<file path="config.mk">
export PLATFORM = sky130hd
export DESIGN_NAME = gpow_pipe_flat
export DESIGN_NICKNAME = d
export VERILOG_FILES = /design/src/rtl/gpow_pipe_if.sv /design/src/rtl/gpow_pipe.sv /design/src/flat_wrapper.sv
export SDC_FILE = /design/constraint.sdc
export NUM_CORES = 2
export LEC_CHECK = 0
export CAP_MARGIN = 15
export CELL_PAD_IN_SITES_DETAIL_PLACEMENT = 1
export CELL_PAD_IN_SITES_GLOBAL_PLACEMENT = 1
export CORE_ASPECT_RATIO = 0.9
export CORE_MARGIN = 1.5
export CORE_UTILIZATION = 35
export CTS_CLUSTER_DIAMETER = 50
export DETAILED_ROUTE_END_ITERATION = 10
export PLACE_DENSITY_LB_ADDON = 0.1
export SETUP_SLACK_MARGIN = 0.15
export SYNTH_ARGS = -nofsm -noshare
export SYNTH_HDL_FRONTEND = slang
export SYNTH_SLANG_ARGS = --single-unit
</file>
<file path="constraint.sdc">
create_clock -name clk -period 13.82 [get_ports clk]
set_clock_uncertainty 0.1 [all_clocks]
set_input_delay 2.764 -clock clk [delete_from_list [all_inputs] [get_ports clk]]
set_output_delay 2.764 -clock clk [all_outputs]
set_load 0.02 [all_outputs]
</file>
<file path="src/rtl/gpow_pipe_if.sv">
// Request/result handshake bundle for the gpow_pipe modular-exponentiation engine.
interface gpow_pipe_if #(
  parameter int WIDTH     = 24,
  parameter int EXP_WIDTH = 24
);
  logic                 in_valid;
  logic                 in_ready;
  logic                 mode;
  logic [WIDTH-1:0]     a;
  logic [EXP_WIDTH-1:0] b;
  logic                 out_valid;
  logic                 out_ready;
  logic [WIDTH-1:0]     res;
  logic                 busy;

  modport master (
    output in_valid, mode, a, b, out_ready,
    input  in_ready, out_valid, res, busy
  );

  modport slave (
    input  in_valid, mode, a, b, out_ready,
    output in_ready, out_valid, res, busy
  );
endinterface

</file>
<file path="src/rtl/gpow_pipe.sv">
// Square-and-multiply modular exponentiation (a^b or a^(Q-2) mod Q) with a private
// pipelined Barrett multiplier; res*a and a*a are issued back-to-back each exponent bit.
module gpow_pipe #(
  parameter int          WIDTH     = 24,
  parameter int          EXP_WIDTH = 24,
  parameter int unsigned Q         = 8380417,
  parameter int unsigned MU        = 33587228,
  parameter int          MUL_LAT   = 5
) (
  input  logic       clk,
  input  logic       rst_n,
  gpow_pipe_if.slave bus
);
  localparam logic [2:0] S_IDLE   = 3'd0;
  localparam logic [2:0] S_ISSUE0 = 3'd1;
  localparam logic [2:0] S_ISSUE1 = 3'd2;
  localparam logic [2:0] S_WAIT   = 3'd3;
  localparam logic [2:0] S_DONE   = 3'd4;

  localparam logic [1:0] TAG_NONE = 2'd0;
  localparam logic [1:0] TAG_RES  = 2'd1;
  localparam logic [1:0] TAG_SQ   = 2'd2;

  localparam int PW = 2 * WIDTH;
  localparam int XW = 2 * WIDTH + 4;
  localparam int CW = $clog2(MUL_LAT + 1);

  localparam logic [WIDTH-1:0]     Q_W   = WIDTH'(Q);
  localparam logic [XW-1:0]        Q_X   = XW'(Q);
  localparam logic [XW-1:0]        MU_X  = XW'(MU);
  localparam logic [EXP_WIDTH-1:0] QM2_E = EXP_WIDTH'(Q - 32'd2);

  logic [2:0]           state_r;
  logic [WIDTH-1:0]     cur_a_r;
  logic [EXP_WIDTH-1:0] cur_b_r;
  logic [WIDTH-1:0]     cur_res_r;
  logic [WIDTH-1:0]     res_r;
  logic                 out_valid_r;
  logic                 busy_r;
  logic [CW-1:0]        wait_cnt_r;

  logic [WIDTH-1:0]     a_red_s;
  logic [WIDTH-1:0]     mul_op1_s;
  logic [WIDTH-1:0]     mul_op2_s;
  logic [1:0]           issue_tag_s;
  logic [1:0]           tag_out_s;
  logic [WIDTH-1:0]     mul_out_s;

  logic [PW-1:0]        prod_r;
  logic [PW-1:0]        prod1_r;
  logic [XW-1:0]        t_r;
  logic [1:0]           tag_r [0:MUL_LAT-1];

  logic [XW-1:0]        qmu_s;
  logic [XW-1:0]        tq_s;
  logic [XW-1:0]        rem_s;
  logic [XW-1:0]        rem1_s;
  logic [XW-1:0]        rem2_s;
  logic [WIDTH-1:0]     red_s;

  assign a_red_s       = (bus.a >= Q_W) ? (bus.a - Q_W) : bus.a;
  assign bus.in_ready  = (state_r == S_IDLE);
  assign bus.out_valid = out_valid_r;
  assign bus.res       = res_r;
  assign bus.busy      = busy_r;

  // Barrett reduction: the estimate t is at most two short, so r lands in [0, 3Q).
  assign qmu_s  = XW'(prod_r >> (WIDTH - 1)) * MU_X;
  assign tq_s   = t_r * Q_X;
  assign rem_s  = XW'(prod1_r) - tq_s;
  assign rem1_s = (rem_s >= Q_X) ? (rem_s - Q_X) : rem_s;
  assign rem2_s = (rem1_s >= Q_X) ? (rem1_s - Q_X) : rem1_s;
  assign red_s  = WIDTH'(rem2_s);

  assign tag_out_s = tag_r[MUL_LAT-1];

  // Issue-slot selection: multiply slot in ISSUE0, square slot in ISSUE1, bubble otherwise
  always_comb begin
    mul_op1_s   = '0;
    mul_op2_s   = '0;
    issue_tag_s = TAG_NONE;
    case (state_r)
      S_ISSUE0: begin
        if ((cur_b_r != '0) && cur_b_r[0]) begin
          mul_op1_s   = cur_res_r;
          mul_op2_s   = cur_a_r;
          issue_tag_s = TAG_RES;
        end else begin
          issue_tag_s = TAG_NONE;
        end
      end
      S_ISSUE1: begin
        if ((cur_b_r >> 1) != '0) begin
          mul_op1_s   = cur_a_r;
          mul_op2_s   = cur_a_r;
          issue_tag_s = TAG_SQ;
        end else begin
          issue_tag_s = TAG_NONE;
        end
      end
      default: issue_tag_s = TAG_NONE;
    endcase
  end

  // Multiplier front stages and the tag shift register that travels alongside them
  always_ff @(posedge clk or negedge rst_n) begin
    if (!rst_n) begin
      prod_r  <= '0;
      prod1_r <= '0;
      t_r     <= '0;
      for (int i = 0; i < MUL_LAT; i++) tag_r[i] <= TAG_NONE;
    end else begin
      prod_r   <= PW'(mul_op1_s) * PW'(mul_op2_s);
      prod1_r  <= prod_r;
      t_r      <= qmu_s >> (WIDTH + 1);
      tag_r[0] <= issue_tag_s;
      for (int i = 1; i < MUL_LAT; i++) tag_r[i] <= tag_r[i-1];
    end
  end

  // Pad the reduced product so it emerges exactly MUL_LAT edges after issue.
  if (MUL_LAT > 2) begin : g_dly
    logic [WIDTH-1:0] dly_r [0:MUL_LAT-3];

    // Result delay line
    always_ff @(posedge clk or negedge rst_n) begin
      if (!rst_n) begin
        for (int i = 0; i < MUL_LAT - 2; i++) dly_r[i] <= '0;
      end else begin
        dly_r[0] <= red_s;
        for (int i = 1; i < MUL_LAT - 2; i++) dly_r[i] <= dly_r[i-1];
      end
    end

    assign mul_out_s = dly_r[MUL_LAT-3];
  end else begin : g_nodly
    assign mul_out_s = red_s;
  end

  // Control FSM plus tag-driven capture of products into the accumulator and base
  always_ff @(posedge clk or negedge rst_n) begin
    if (!rst_n) begin
      state_r     <= S_IDLE;
      cur_a_r     <= '0;
      cur_b_r     <= '0;
      cur_res_r   <= '0;
      res_r       <= '0;
      out_valid_r <= 1'b0;
      busy_r      <= 1'b0;
      wait_cnt_r  <= '0;
    end else begin
      case (state_r)
        S_IDLE: begin
          if (bus.in_valid) begin
            cur_a_r   <= a_red_s;
            cur_b_r   <= bus.mode ? QM2_E : bus.b;
            cur_res_r <= WIDTH'(1);
            busy_r    <= 1'b1;
            state_r   <= S_ISSUE0;
          end
        end
        S_ISSUE0: state_r <= (cur_b_r == '0) ? S_DONE : S_ISSUE1;
        S_ISSUE1: begin
          wait_cnt_r <= CW'(MUL_LAT - 1);
          state_r    <= S_WAIT;
        end
        S_WAIT: begin
          if (wait_cnt_r == '0) begin
            cur_b_r <= cur_b_r >> 1;
            state_r <= S_ISSUE0;
          end else begin
            wait_cnt_r <= wait_cnt_r - CW'(1);
          end
        end
        S_DONE: begin
          if (!out_valid_r) begin
            res_r       <= cur_res_r;
            out_valid_r <= 1'b1;
          end else if (bus.out_ready) begin
            out_valid_r <= 1'b0;
            busy_r      <= 1'b0;
            state_r     <= S_IDLE;
          end
        end
        default: state_r <= S_IDLE;
      endcase
      if (tag_out_s == TAG_RES) cur_res_r <= mul_out_s;
      if (tag_out_s == TAG_SQ)  cur_a_r   <= mul_out_s;
    end
  end
endmodule

</file>
<file path="src/flat_wrapper.sv">
// flat-port wrapper written by rule: the top's interface ports become plain ports
module gpow_pipe_flat 
#(
  parameter int          WIDTH     = 24,
  parameter int          EXP_WIDTH = 24,
  parameter int unsigned Q         = 8380417,
  parameter int unsigned MU        = 33587228,
  parameter int          MUL_LAT   = 5
)
  (clk, rst_n, bus_in_valid, bus_mode, bus_a, bus_b, bus_out_ready, bus_in_ready, bus_out_valid, bus_res, bus_busy);
  gpow_pipe_if #(.WIDTH(WIDTH), .EXP_WIDTH(EXP_WIDTH)) bus_i ();
  input  logic clk;
  input  logic rst_n;
  input wire logic [$bits(bus_i.in_valid)-1:0] bus_in_valid;
  input wire logic [$bits(bus_i.mode)-1:0] bus_mode;
  input wire logic [$bits(bus_i.a)-1:0] bus_a;
  input wire logic [$bits(bus_i.b)-1:0] bus_b;
  input wire logic [$bits(bus_i.out_ready)-1:0] bus_out_ready;
  output wire logic [$bits(bus_i.in_ready)-1:0] bus_in_ready;
  output wire logic [$bits(bus_i.out_valid)-1:0] bus_out_valid;
  output wire logic [$bits(bus_i.res)-1:0] bus_res;
  output wire logic [$bits(bus_i.busy)-1:0] bus_busy;
  assign bus_i.in_valid = bus_in_valid;
  assign bus_i.mode = bus_mode;
  assign bus_i.a = bus_a;
  assign bus_i.b = bus_b;
  assign bus_i.out_ready = bus_out_ready;
  assign bus_in_ready = bus_i.in_ready;
  assign bus_out_valid = bus_i.out_valid;
  assign bus_res = bus_i.res;
  assign bus_busy = bus_i.busy;
  gpow_pipe #(.WIDTH(WIDTH), .EXP_WIDTH(EXP_WIDTH), .Q(Q), .MU(MU), .MUL_LAT(MUL_LAT)) u_core (.clk(clk), .rst_n(rst_n), .bus(bus_i));
endmodule
</file>
Yosys cells after proc, flatten, opt, wreduce, memory -nomap -nowiden

Index checks and enable logic that the tools add are counted.

ROM bits: 0
Memories: 0
Memory bits (writable): 0
Word-level logic and storage cells: 97
Register bits: 309
Latch bits: 0

$mul: 3
Magnitude comparators: 3
Div/mod/pow operators: 0
Muxes and demuxes: 35
Bitwise logic cells: 1
Equality and inequality tests: 11
Add/subtract/negate cells: 5
Shifts and indexed selects: 0
Reductions and logical operators: 20

Operators by type and width:

| cell                                                                     | count |
|---|---|
| 24-bit 2-to-1 mux                                                        | 14 |
| 24-bit one-hot mux with 2 select lines                                   | 3 |
| 52-bit by 23-bit >= comparator with 1-bit output (second input constant) | 2 |
| 52-bit 2-to-1 mux                                                        | 1 |
| 48-bit by 52-bit subtractor with 52-bit output                           | 1 |
| 52-bit by 23-bit subtractor with 52-bit output (second input constant)   | 1 |
| 27-bit by 23-bit multiplier with 50-bit output (second input constant)   | 1 |
| 25-bit by 24-bit multiplier with 49-bit output (second input constant)   | 1 |
| 24-bit by 24-bit multiplier with 48-bit output                           | 1 |
| 24-bit nonzero test                                                      | 2 |
| 24-bit by 23-bit subtractor with 24-bit output (second input constant)   | 2 |
| 24-bit by 23-bit >= comparator with 1-bit output (second input constant) | 1 |
| 24-bit zero test                                                         | 1 |
| 3-bit 2-to-1 mux                                                         | 6 |
| 3-bit one-hot mux with 5 select lines                                    | 1 |
| 2-bit nonzero test                                                       | 7 |
| 2-bit AND reduction                                                      | 4 |
| 4-bit AND reduction                                                      | 2 |
| 3-bit by 2-bit == test with 1-bit output (second input constant)         | 2 |
| 3-bit zero test                                                          | 2 |
| 1-bit 2-to-1 mux                                                         | 6 |
| 2-bit inequality test (second input constant)                            | 3 |
| 3-bit one-hot mux with 2 select lines                                    | 1 |
| 2-bit by 1-bit inequality test with 1-bit output (second input constant) | 2 |
| 11 further kinds                                                         | 11 |

Depth between registers and ports, before layout

Depth after elaboration: 6
Mapped depth: 53
Mapped depth without buffers: 49

Worst setup path before layout

OpenSTA, ideal clock, no wires.

Path kind: reg-to-reg
From: register u_core.t_r[3]
To: register u_core.g_dly.dly_r[71] (netlist bit)
Clock period less this slack: 11.973 ns
Arrival time: 11.743 ns
Data required time: 13.590 ns
Cell stages (with the launch flop): 51
Setup time: 0.130 ns
Slack: 1.847 ns
Path through: dfrtp_1 -> fa_1 -> inv_1 -> fa_1 -> fa_1 -> fa_1 -> fa_1 -> fa_1 -> inv_1 -> ha_1 -> ha_1 -> a21o_1 -> a31o_2 -> a221o_1 -> a21o_1 -> a311o_1 -> and2_1 -> a21oi_1 -> (+15 left out) -> a32oi_1 -> and4bb_2 -> o311a_1 -> nand4_2 -> buf_1 -> buf_6 -> clkbuf_1 -> o21ai_0 -> ha_1 -> nand2_1 -> a31oi_1 -> a22oi_1 -> or3_1 -> o31a_2 -> or2_1 -> buf_2 -> o31ai_1 -> xnor2_1

Longest elaborated chain between the ends: 6
Elaborated cells between the ends (all ways): 8

RTL lines:

| item                                                                                                                      | line             | RTL |
|---|---|---|
| start, declared                                                                                                           | gpow_pipe.sv:51  | `logic [XW-1:0] t_r;` |
| start signal, assigned                                                                                                    | gpow_pipe.sv:115 | `t_r <= qmu_s >> (WIDTH + 1);` |
| 27-bit by 23-bit multiplier with 50-bit output (*)                                                                        | gpow_pipe.sv:69  | `assign tq_s = t_r * Q_X;` |
| 48-bit by 52-bit subtractor with 52-bit output (*)                                                                        | gpow_pipe.sv:70  | `assign rem_s = XW'(prod1_r) - tq_s;` |
| 52-bit by 23-bit subtractor with 52-bit output / 52-bit by 23-bit >= comparator with 1-bit output (equally long branches) | gpow_pipe.sv:71  | `assign rem1_s = (rem_s >= Q_X) ? (rem_s - Q_X) : rem_s;` |
| 52-bit 2-to-1 mux (*)                                                                                                     | gpow_pipe.sv:71  |  |
| 52-bit by 23-bit >= comparator with 1-bit output / 24-bit by 23-bit subtractor with 24-bit output (equally long branches) | gpow_pipe.sv:72  | `assign rem2_s = (rem1_s >= Q_X) ? (rem1_s - Q_X) : rem1_s;` |
| 24-bit 2-to-1 mux (*)                                                                                                     | gpow_pipe.sv:72  |  |
| net u_core.rem2_s[23]                                                                                                     | gpow_pipe.sv:58  | `logic [XW-1:0] rem2_s;` |
| end, declared                                                                                                             | gpow_pipe.sv:123 | `logic [WIDTH-1:0] dly_r [0:MUL_LAT-3];` |

Mark *: on every way through the listed nets, which the timed path passes. The rest lies on a longest branch.
A chain may end at the register's enable or synchronous reset.

Worst setup path after layout

From: register u_core.t_r[3]
To: register u_core.g_dly.dly_r[61] (netlist bit)

The elaborated chain is that of the path after synthesis.

==> reports/results.md <==
| Metric | Reported |
| --- | --- |
| Result of the run | completed |
| Class of the most critical setup path | reg -> reg |
| RSZ-0062 raised after global routing | false |
| Number of hold-slack violations in the final timing report | 0 |
| CTS Buffer Depth | 3 |
| Fmax | 0.0781 GHz |
| Largest incremental delay on the critical path | 0.63 ns |
| Pre-Repair DR Iteration Count | 5 |
| Fraction of synthesis flops using an asynchronous set or reset pin | 100% |
| Area enclosed by the die boundary | 0.129 mm2 |
| Commonest cells after routing, fill and taps aside | sky130_fd_sc_hd__inv_1 (755), sky130_fd_sc_hd__fa_1 (673), sky130_fd_sc_hd__nand2_1 (603), sky130_fd_sc_hd__ha_1 (527), sky130_fd_sc_hd__nor2_1 (356) |
| Hpwl dp | 124 mm |
| Number of global-route vias before repair | 36600 |
| Critical Path Start Type | register |
| Total number of vias | 34000 |
| First-pass GRT wire length | 233 mm |
| Violation count after the first detailed-route iteration | 2072 |
| Maximum fanout along the worst path | 10 |
| CP most frequent cell | sky130_fd_sc_hd__fa_1 |
| Number of top-level pins | 80 |
| Flip-flop and latch count after synthesis | 308 |
| Leading cell type in the layout, fill and taps excluded | sky130_fd_sc_hd__inv_1 |
| Cell with the largest stage delay on the worst path | sky130_fd_sc_hd__fa_1 |
| Count of clock tree sinks | 308 |
| Class of the tightest hold or removal check | reg -> reg |
| Input/output buffers | 79 |
| Mean Syn Cell Area | 9.31 um2 |
| Synth Flop Type | sky130_fd_sc_hd__dfrtp_1 |
| Transition time of the tightest slew-check pin | 1.25 ns |
| Worst skew pair latency | 0.62 ns |
| Horizontal die dimension | 378 um |
| Gate count of the mapped netlist | 4754 |
| Number of hold buffers added after cts | 0 |
| Routed WL | 152 mm |
| Worst slew margin relative to its limit | 16.6% |
| Number of antenna violations at the first check in global routing | 10 |
| Pins over their slew limit | 0 |
| Count of nets left with antenna violations after detail routing | 0 |
| Synth Warn # | 0 |
| Number of gates given a new drive strength after cts | 0 |
| Final global-route overflow total | 0 |
| Number of remaining DRC errors | 0 |
| Total nets after synthesis | 6007 |
| Data arrival time of the critical path | 13.19 ns |
| Net count of the finished layout | 6035 |
| CTS H-tree lvls | 2 |
| Mapped Area | 0.0443 mm2 |
| Maximum number of pins on one net before global-route repair | 144 |
| Initial core utilization | 35.3% |
| Clock tree from TritonCTS | done |
| Number of buffers inserted during clock tree synthesis | 48 |
| Accumulated negative setup slack | 0 ns |
| Number of violations of the max-capacitance limit | 0 |
| Area growth from synthesis to layout | 10.2% |
| Unique cell type count in the Yosys netlist | 110 |
| Req. time, crit path | 14.20 ns |
| Area share of the largest cell type after synthesis | 30.4% |
| Post-synthesis sequential area ratio | 17.4% |
| Element type at the critical path end | register |
| Number of core rows | 123 |
| Clock Pin Slew Worst Setup and Hold Paths | 0.06 ns |
| Final-report setup violation count | 0 |
| Share of post-route cells with drive strength above 1 | 5.27% |
| Gpl congestion | 0.912 |
| Buffers inserted by post-CTS timing repair | 0 |
| Final period utilization | 92.7% |
| Via density per instance | 5.22 |
| Total GRT Usage | 24.2% |
| Master cell of the clock root buffer | sky130_fd_sc_hd__clkbuf_16 |
| Count of flip-flops with a built-in enable after synthesis | 0 |
| Most area-hungry cell type in the Yosys netlist | sky130_fd_sc_hd__fa_1 |
| Ranking of synthesized cells by area | sky130_fd_sc_hd__fa_1 (30%), sky130_fd_sc_hd__dfrtp_1 (17%), sky130_fd_sc_hd__ha_1 (15%) |
| Count of filler cells inserted in the layout | 14400 |
| Vertical extent of the die | 340 um |
| Core area | 0.125 mm2 |
| Detailed-route wire length per cell | 23.3 um |
| Time the final worst path needs with I/O delays and setup | 12.81 ns |
-- per-layer routing --
layer  track usage, %  part of all wire, %
met1             35.5                   48
met2             36.9                   44
met4             5.05                  2.2
met5                0                    0
met3             4.72                  6.2
-- layout make-up --
| type | count | area [um2] | share of cell area, % |
|---|---|---|---|
| Antenna cell | 6 | 15.0 | 0.0308 |
| Multi-Input combinational cell | 3523 | 33100 | 67.8 |
| Tap cell | 1687 | 2110 | 4.32 |
| Clock buffer | 58 | 1300 | 2.66 |
| Timing Repair Buffer | 146 | 1330 | 2.72 |
| Inverter | 755 | 2830 | 5.81 |
| Clock inverter | 32 | 435 | 0.892 |
| Sequential cell | 308 | 7710 | 15.8 |
-- cells in the mapped netlist, types with 5 or more instances --
master,count
sky130_fd_sc_hd__buf_6,6
sky130_fd_sc_hd__o21a_1,19
sky130_fd_sc_hd__dfrtp_1,308
sky130_fd_sc_hd__a22o_1,26
sky130_fd_sc_hd__nand3_1,77
sky130_fd_sc_hd__a311oi_1,10
sky130_fd_sc_hd__a21o_1,79
sky130_fd_sc_hd__a31oi_1,20
sky130_fd_sc_hd__a21boi_0,5
sky130_fd_sc_hd__xnor2_1,123
sky130_fd_sc_hd__fa_1,673
sky130_fd_sc_hd__nand4_1,25
sky130_fd_sc_hd__nor2b_1,16
sky130_fd_sc_hd__or4_1,11
sky130_fd_sc_hd__and3_1,36
sky130_fd_sc_hd__nor2_1,358
sky130_fd_sc_hd__o21ai_1,8
sky130_fd_sc_hd__o211ai_1,11
sky130_fd_sc_hd__a22oi_1,25
sky130_fd_sc_hd__a21oi_1,191
sky130_fd_sc_hd__a211oi_1,15
sky130_fd_sc_hd__a211o_1,9
sky130_fd_sc_hd__o31ai_1,12
sky130_fd_sc_hd__nor4_1,21
sky130_fd_sc_hd__or2_2,12
sky130_fd_sc_hd__a2111oi_0,7
sky130_fd_sc_hd__nand2_1,603
sky130_fd_sc_hd__nor3_1,57
sky130_fd_sc_hd__ha_1,527
sky130_fd_sc_hd__mux2_2,25
sky130_fd_sc_hd__o21bai_1,31
sky130_fd_sc_hd__and2_1,37
sky130_fd_sc_hd__a31o_2,6
sky130_fd_sc_hd__inv_1,755
sky130_fd_sc_hd__and4_1,5
sky130_fd_sc_hd__buf_1,7
sky130_fd_sc_hd__clkbuf_1,150
sky130_fd_sc_hd__xor2_1,65
sky130_fd_sc_hd__or3_1,38
sky130_fd_sc_hd__o21ai_0,181
sky130_fd_sc_hd__nand2b_1,26
-- kinds of logic after synthesis --
logic type | after synthesis | share of synthesized area, %
XOR/XNOR | 188 | 3.72
buffers and inverters | 923 | 7.97
adder cells (fa/ha/maj) | 1201 | 45.3
flip-flops | 308 | 17.4
AND/OR/NAND/NOR | 1378 | 14.1
multiplexers | 29 | 0.726
AO/OA/AOI/OAI | 727 | 10.7
-- metrics by stage --
stage	std cells	setup WS, ns	util, %	cell area (um2)	hold slack, ns
after CTS	6508	0.984	38.9	48800	0.236
after detailed placement	6418	1.08	37.5	47000	0.236
after floorplan	4754	1.85	-	44300	0.231
final	6515	1.01	39.0	48800	0.233
after global routing	6509	0.192	38.9	48800	0.238
after global placement	6418	1.28	37.5	47000	0.232
-- sequential cells by signal (all words and copies together) (netlist names), 8 cells and up --
name,count
u_core.mul_out_s,24
u_core.cur_res_r,24
u_core.g_dly.dly_r,48
u_core.tag_r,8
u_core.prod_r,48
u_core.cur_a_r,24
u_core.cur_b_r,24
u_core.t_r,26
u_core.prod1_r,48
u_core.bus.res,24
-- critical path, delay by kind of cell, from the launching register on --
family	cells	cell delay (ns)
AOI/OAI and AO/OA	18	4.24
DFF	1	0.47
adders and majority gates	10	4.52
and+or+nand+nor	12	2.76
buffers and inverters	3	0.19
xor gates and xnor gates	2	0.36
-- final timing paths --
path	start	cells past startpoint	end	slack [ns]
setup / recovery	u_core.t_r[3]$_DFF_PN0_	45	u_core.g_dly.dly_r[61]$_DFF_PN0_	1.01
hold / removal	u_core.tag_r[6]$_DFF_PN0_	0	u_core.tag_r[4]$_DFF_PN0_	0.23
setup reg to reg	u_core.t_r[3]$_DFF_PN0_	45	u_core.g_dly.dly_r[61]$_DFF_PN0_	1.01
hold reg to reg	u_core.tag_r[6]$_DFF_PN0_	0	u_core.tag_r[4]$_DFF_PN0_	0.23
max in group asynchronous	rst_n	2	u_core.g_dly.dly_r[35]$_DFF_PN0_	9.97
min in group asynchronous	rst_n	1	u_core.t_r[0]$_DFF_PN0_	2.09
Power is left out: the tool's default activity adds up to more than one toggle a clock period on the data nets, which glitch-free logic cannot reach.
